<file path="src/rtl/lsu.sv">
// lsu: memory-access stage with single-outstanding bus and valid/ready handshakes on both sides
module lsu #(
    parameter int XLEN = 32
) (
    input  logic            clock,
    input  logic            reset,
    input  logic            e_valid_i,
    output logic            m_ready_o,
    input  logic [XLEN-1:0] res_i,
    input  logic [XLEN-1:0] src2_i,
    input  logic            is_load_i,
    input  logic            is_store_i,
    input  logic [2:0]      funct3_i,
    output logic            m_valid_o,
    input  logic            W_ready_i,
    output logic [XLEN-1:0] res_o,
    output logic            misalign_o,
    output logic            mem_req_valid_o,
    input  logic            mem_req_ready_i,
    output logic [XLEN-1:0] mem_addr_o,
    output logic            mem_wen_o,
    output logic [XLEN-1:0] mem_wdata_o,
    output logic [3:0]      mem_wmask_o,
    input  logic            mem_rsp_valid_i,
    input  logic [XLEN-1:0] mem_rdata_i
);
    typedef enum logic [1:0] {IDLE, REQ, WAIT, DONE} state_t;
    state_t r_state, w_next;
    logic [XLEN-1:0] r_addr, r_wd, r_res;
    logic            r_load, r_store, r_mis;
    logic [2:0]      r_f3;
    logic            w_acc, w_mem, w_mis_in, w_req;
    logic [XLEN-1:0] w_sh, w_ld;
    assign w_acc    = (r_state == IDLE) && e_valid_i;
    assign w_mem    = is_load_i | is_store_i;
    assign w_mis_in = w_mem && (funct3_i[1] ? (res_i[1:0] != 2'b00) : (funct3_i[0] & res_i[0]));
    assign w_req    = (r_state == REQ);
    assign w_sh     = mem_rdata_i >> {r_addr[1:0], 3'b000};
    assign w_ld     = r_f3[1] ? w_sh :
                      r_f3[0] ? {{(XLEN-16){~r_f3[2] & w_sh[15]}}, w_sh[15:0]} :
                                {{(XLEN-8){~r_f3[2] & w_sh[7]}}, w_sh[7:0]};
    assign m_ready_o       = (r_state == IDLE);
    assign m_valid_o       = (r_state == DONE);
    assign res_o           = r_res;
    assign misalign_o      = r_mis;
    assign mem_req_valid_o = w_req;
    assign mem_addr_o      = w_req ? {r_addr[XLEN-1:2], 2'b00} : '0;
    assign mem_wen_o       = w_req & r_store;
    assign mem_wdata_o     = w_req ? r_wd << {r_addr[1:0], 3'b000} : '0;
    assign mem_wmask_o     = !w_req ? 4'b0000 :
                             r_f3[1] ? 4'b1111 :
                             r_f3[0] ? 4'b0011 << r_addr[1:0] : 4'b0001 << r_addr[1:0];
    // state register
    always_ff @(posedge clock) begin
        if (reset) r_state <= IDLE;
        else       r_state <= w_next;
    end
    // next-state: aligned memory ops go to the bus, everything else straight to DONE
    always_comb begin
        w_next = r_state;
        case (r_state)
            IDLE:    if (e_valid_i) w_next = (w_mem && !w_mis_in) ? REQ : DONE;
            REQ:     if (mem_req_ready_i) w_next = WAIT;
            WAIT:    if (mem_rsp_valid_i) w_next = DONE;
            default: if (W_ready_i) w_next = IDLE;
        endcase
    end
    // latch the instruction on accept and capture the result once it is known
    always_ff @(posedge clock) begin
        if (reset) begin
            r_addr  <= '0;
            r_wd    <= '0;
            r_load  <= 1'b0;
            r_store <= 1'b0;
            r_f3    <= 3'b000;
            r_res   <= '0;
            r_mis   <= 1'b0;
        end else if (w_acc) begin
            r_addr  <= res_i;
            r_wd    <= src2_i;
            r_load  <= is_load_i;
            r_store <= is_store_i;
            r_f3    <= funct3_i;
            r_res   <= w_mem ? '0 : res_i;
            r_mis   <= w_mis_in;
        end else if (r_state == WAIT && mem_rsp_valid_i) begin
            r_res   <= r_load ? w_ld : '0;
        end
    end
endmodule

</file>
<file path="config.mk">
export PLATFORM = sky130hd
export DESIGN_NAME = lsu
export DESIGN_NICKNAME = d
export VERILOG_FILES = /design/src/rtl/lsu.sv
export SDC_FILE = /design/constraint.sdc
export NUM_CORES = 1
export LEC_CHECK = 0
export ABC_AREA = 1
export CORE_ASPECT_RATIO = 1.5
export CORE_MARGIN = 3
export CORE_UTILIZATION = 35
export CTS_CLUSTER_SIZE = 24
export DETAILED_ROUTE_END_ITERATION = 12
export PLACE_DENSITY = 0.69
export SYNTH_ARGS = -nofsm -noshare
export SYNTH_HDL_FRONTEND = slang
export SYNTH_SLANG_ARGS = --single-unit
</file>
<file path="constraint.sdc">
create_clock -name clock -period 1.8 [get_ports clock]
set_clock_uncertainty 0.05 [all_clocks]
set_input_delay 0.36 -clock clock [delete_from_list [all_inputs] [get_ports clock]]
set_output_delay 0.36 -clock clock [all_outputs]
set_load 0.02 [all_outputs]
</file>
# ---- Word-level counts from Yosys, hierarchy flattened
# Index checks and enable logic that the tools add are counted.
dict set report totals {
  regBits 104
  inputBits 107
  out_inout_bits 105
  wordCells 52
}
dict set report op_classes {
  n_eq_ne 6
  shifts 4
  n_mux 18
  n_bitwise 6
  n_reduce_logical 10
}
# cell n
set op_table {}
lappend op_table {{2-to-1 mux 32 bit} 8}
lappend op_table {{left shift 32 x 5 -> 32 bit} 1}
lappend op_table {{right shift 32 x 5 -> 32 bit} 1}
lappend op_table {{2-to-1 mux 4 bit} 3}
lappend op_table {{2-to-1 mux 2 bit} 5}
lappend op_table {{!= test 2 bit, second input constant} 3}
lappend op_table {{one-hot mux 2 bit (3 select lines)} 1}
lappend op_table {{AND 1 bit} 4}
lappend op_table {{equality test 2 bit, second input constant} 2}
lappend op_table {{logical AND 1 bit} 4}
lappend op_table {{AND reduction 4 bit} 1}
lappend op_table {{nonzero test 2 bit} 2}
lappend op_table {{nonzero test 4 bit} 1}
lappend op_table {{left shift 1 x 2 -> 4 bit, first input constant} 1}
lappend op_table {{left shift 2 x 2 -> 4 bit, first input constant} 1}
lappend op_table {{equality test 2 x 1 -> 1 bit, second input constant} 1}
lappend op_table {{zero test 2 bit} 1}
lappend op_table {{zero test 1 bit} 1}
lappend op_table {{2-to-1 mux 1 bit} 1}
lappend op_table {{inverter 1 bit} 1}
lappend op_table {{bitwise OR 1 bit} 1}

# ---- Logic depth before layout (Yosys ltp)
dict set report logic_depth {
  word_depth 8
  ltp_mapped 9
  ltp_nobuf 8
}

# ---- Worst setup path before layout
# Ideal clock, no wire load.
dict set report synth_timing {
  path_type {register -> output}
  from {reg r_state[1]}
  to {out mem_wmask_o[2]}
  t_arrival_ns 1.985
  required_time_ns 1.390
  slack_ns -0.595
  stages_incl_launch_ff 8
  cell_sequence {dfxtp_1 inv_1 ha_1 buf_2 inv_1 nor2_1 inv_2 o311ai_0}
}
dict set report synth_between {
  elab_chain_len 2
}
# element line_no
set synth_lines {}
lappend synth_lines {{start, declared} 28} ;# state_t r_state, w_next;
lappend synth_lines {{start signal, assigned} 56} ;# else r_state <= w_next;
lappend synth_lines {{equality test 2 x 1 -> 1 bit} 37} ;# assign w_req = (r_state == REQ);
lappend synth_lines {{net mem_req_valid_o} 18} ;# output logic mem_req_valid_o,
lappend synth_lines {{2-to-1 mux 4 bit} 50} ;# assign mem_wmask_o = !w_req ? 4'b0000 :
lappend synth_lines {{end, declared} 23} ;# output logic [3:0] mem_wmask_o,
# The timed path passes the listed nets, and every way through them passes these cells.

# ---- Final worst setup path
dict set report layout_timing {
  from {reg r_state[1]}
  to {out mem_wdata_o[21]}
}
dict set report layout_between {
  elab_chain_len 2
}
# element line_no
set layout_lines {}
lappend layout_lines {{equality test 2 x 1 -> 1 bit} 37}
lappend layout_lines {{2-to-1 mux 32 bit} 49} ;# assign mem_wdata_o = w_req ? r_wd << {r_addr[1:0], 3'b000} : '0;
lappend layout_lines {{end, declared} 22} ;# output logic [XLEN-1:0] mem_wdata_o,
# No other way between the ends.

==> metrics.md <==
| Metric | Value |
|---|---|
| CTS clock-pin slew for the worst setup and hold paths | `0.07 ns` |
| Total global routing overflow | `0` |
| Setup total negative slack | `-10.48 ns` |
| Sequential power share | `0.279` |
| Die area | `17200 µm²` |
| Yosys cell types | `24` |
| Dpl cell area | `8320 µm²` |
| Fill cells | `1411` |
| Placer Congestion | `0.950` |
| Clk_lat worst skew | `0.33 ns` |
| Unrepaired setup endpoints after global routing | `true` |
| Mapped Cells | `849` |
| Hold_ws | `0.414 ns` |
| Flop and latch count out of synthesis | `104` |
| Top Usage Layer GRT | `met2` |
| GR Layer Usage met1 | `0.263` |
| Final hold viol count | `0` |
| Initial DRT Pass Iterations | `5` |
| Final ANT Viol Nets | `0` |
| Crit path kind | `register to output pin` |
| Clock H-tree levels | `3` |
| Worst hold stages | `2` |
| Avg Cell Area, Syn | `6.45 µm²` |
| Pwr Total | `12.1 mW` |
| Vias in the first global route | `6240` |
| Static Leakage | `3.86 nW` |
| Slew margin rel. | `0.669` |
| Ys Warns | `0` |
| Post-layout minimum cycle time | `2.08 ns` |
| Syn-to-layout area delta | `67.0%` |
| Tightest Hold Check Type | `register to register` |
| Peak VDD IR | `0.000574 V` |
| Sw frac | `0.430` |
| CTS tree | `built` |
| DIE WIDTH | `108 µm` |
| Comb power frac | `0.567` |
| Final worst slack | `-0.280 ns` |
| Internal cell power | `6.90 mW` |
| Worst EP arrival | `1.67 ns` |
| CP Launch Type | `register` |
| Share of layout cells above drive strength 1 | `0.209` |
| CP endpoint kind | `output pin` |
| IO buf count | `209` |
| Final period util | `1.16` |
| Max Slew Vio Count | `0` |
| First-pass GRT wire length | `32700 µm` |
| Clock Sinks | `104` |
| Number of nets in the layout | `1183` |
| Deepest clock path buffer count | `2` |
| DRC Markers | `0` |
| Clk pwr share | `0.154` |
| Run status | `complete, but fails checks` |
| Post-synth EDFFs | `0` |
| Die H | `159 µm` |
| Initial drt markers | `406` |
| Async S/R FF share, synth | `0` |
| Net Switching | `5.22 mW` |
| Row cnt | `55` |
| Post-route design area | `9140 µm²` |
| Core area | `15200 µm²` |
| Initial antenna violation count | `2` |
| Met2 Resource Use GR | `0.440` |
| Vias/cell | `5.22` |
| Ports | `212` |
| Setup violators final | `66` |
| Crit-path max FO | `5` |
| Max-cap viol count | `0` |
| Required @ worst endpoint | `1.39 ns` |
| Main flop type after synthesis | `dfxtp_1` |
| Routed wire length per instance | `17.6 µm` |
| Initial Util | `0.360` |
| R2R depth | `9` |
| Failing checks | `negative setup slack` |
| Power Density | `1330 nW/µm²` |
| GRT Total Usage | `0.239` |
| Max Clk Rate | `0.481 GHz` |
| Largest net degree at the start of global routing | `61` |
| CTS Root Buffer Type | `clkbuf_16` |
| Via count | `6657` |
| Synthesized cell area | `5470 µm²` |
| Routed wire length | `22500 µm` |
| DP Wirelength | `16000 µm` |
| Inserted Clock Buffers | `9` |
| DP Worst Slack | `-0.397 ns` |
| Sequential fraction of the synthesis area | `0.380` |
| Worst-Margin Slew | `0.493 ns` |
| Met3 usage | `0.0434` |
## cells in the final DEF, fill, tap and decap left out, types with 3 or more instances in the layout
cell type	count
nand2_1	189
clkdlybuf4s50_1	139
dfxtp_1	100
nor2_1	99
o21ai_0	91
a21oi_1	86
buf_4	67
inv_1	57
buf_6	42
nand3_1	40
a31oi_1	26
nor2_4	15
buf_12	14
clkbuf_16	12
o32ai_4	10
o21ai_1	9
inv_2	6
a31oi_2	6
nor2_2	5
buf_8	5
nand3_2	4
o22ai_4	4
a21oi_2	4
ha_1	4
dfxtp_2	4
inv_4	3
nand2_4	3
o211ai_1	3
inv_6	3
## final timing paths
check                               start                       to  slack [ns]
hold reg to reg   r_addr[26]$_SDFFE_PP0P_  r_addr[26]$_SDFFE_PP0P_        0.41
hold / removal    r_addr[26]$_SDFFE_PP0P_  r_addr[26]$_SDFFE_PP0P_        0.41
setup / recovery  r_state[1]$_SDFFE_PP0P_          mem_wdata_o[21]       -0.28
setup reg to reg  r_state[0]$_SDFFE_PP0P_    res_o[0]$_SDFFE_PP0P_        0.05
## registers in the layout, indices dropped and copies added (netlist names)
signal      cells
r_state         2
r_addr         32
r_load          1
r_f3            3
res_o          32
r_wd           32
r_store         1
misalign_o      1
## cell type report
cell class | instances | area [µm²] | share of cell area
diodes | 1 | 2.50 | 0.000274
repair buffers | 275 | 2880 | 0.315
multi-input cells | 614 | 3380 | 0.370
inverters | 67 | 259 | 0.0283
clock inverters | 5 | 38.8 | 0.00424
well taps | 199 | 249 | 0.0272
clock buffers | 10 | 239 | 0.0262
flip-flops and latches | 104 | 2090 | 0.228
## Yosys cell counts (2+ instances only)
library cell	number	area [µm²]
inv_1	62	233
clkbuf_1	34	128
nand3_2	2	20.0
nand2_1	195	732
buf_1	3	11.3
o32ai_1	12	105
inv_2	4	15.0
buf_4	6	45.0
nor2_1	119	447
o22ai_1	5	31.3
buf_2	23	115
a21oi_1	90	450
a31oi_1	32	200
nand3_1	41	205
nand4_1	2	12.5
ha_1	5	62.6
o21ai_0	102	510
dfxtp_1	104	2080
o211ai_1	3	22.5
## metal layers
metal | wire [µm] | up-vias
met1 | 8210 | 3095
met2 | 12000 | 253
met5 | 13 | -
met3 | 1330 | 54
li1 | - | 3253
met4 | 952 | 2
## power groups by stage
stage               Clock, mW  Combinational, mW  Sequential [mW]
floorplan                   0               3.13             3.64
global placement            0               5.84             3.40
detailed placement          0               5.89             3.41
CTS                      1.91               6.09             3.37
global route             2.01               7.42             3.44
finish                   1.86               6.88             3.38
## critical path, stage by stage, from the launching register on
cell,delay (ns)
dfxtp_2,0.32
inv_2,0.06
ha_4,0.14
inv_4,0.04
nor2_4,0.13
inv_4,0.08
clkbuf_16,0.17
o32ai_4,0.23
buf_6,0.16
## timing repair
action                                  4_1_cts  5_1_grt
pin swaps                                     4       12
cloned                                        1        6
hold buffers                                  0        0
gates resized for setup                     379      101
setup buffers                                 2        4
endpoints found under the setup margin       82      113
## cells by family after synthesis
| group | after synthesis | share of synthesized area |
|---|---|---|
| and+or+nand+nor | 360 | 0.262 |
| adders and majority gates | 5 | 0.0114 |
| buffers and inverters | 134 | 0.103 |
| DFF | 104 | 0.380 |
| AOI/OAI and AO/OA | 245 | 0.243 |
| other | 1 | 0.000685 |
## through the flow
step                      instances  utilization
after floorplan                 850            -
after global placement         1246        0.547
after detailed placement       1246        0.547
after CTS                      1264        0.566
after global routing           1275        0.601
final                          1275        0.601
(Power assumes the default switching activity.)
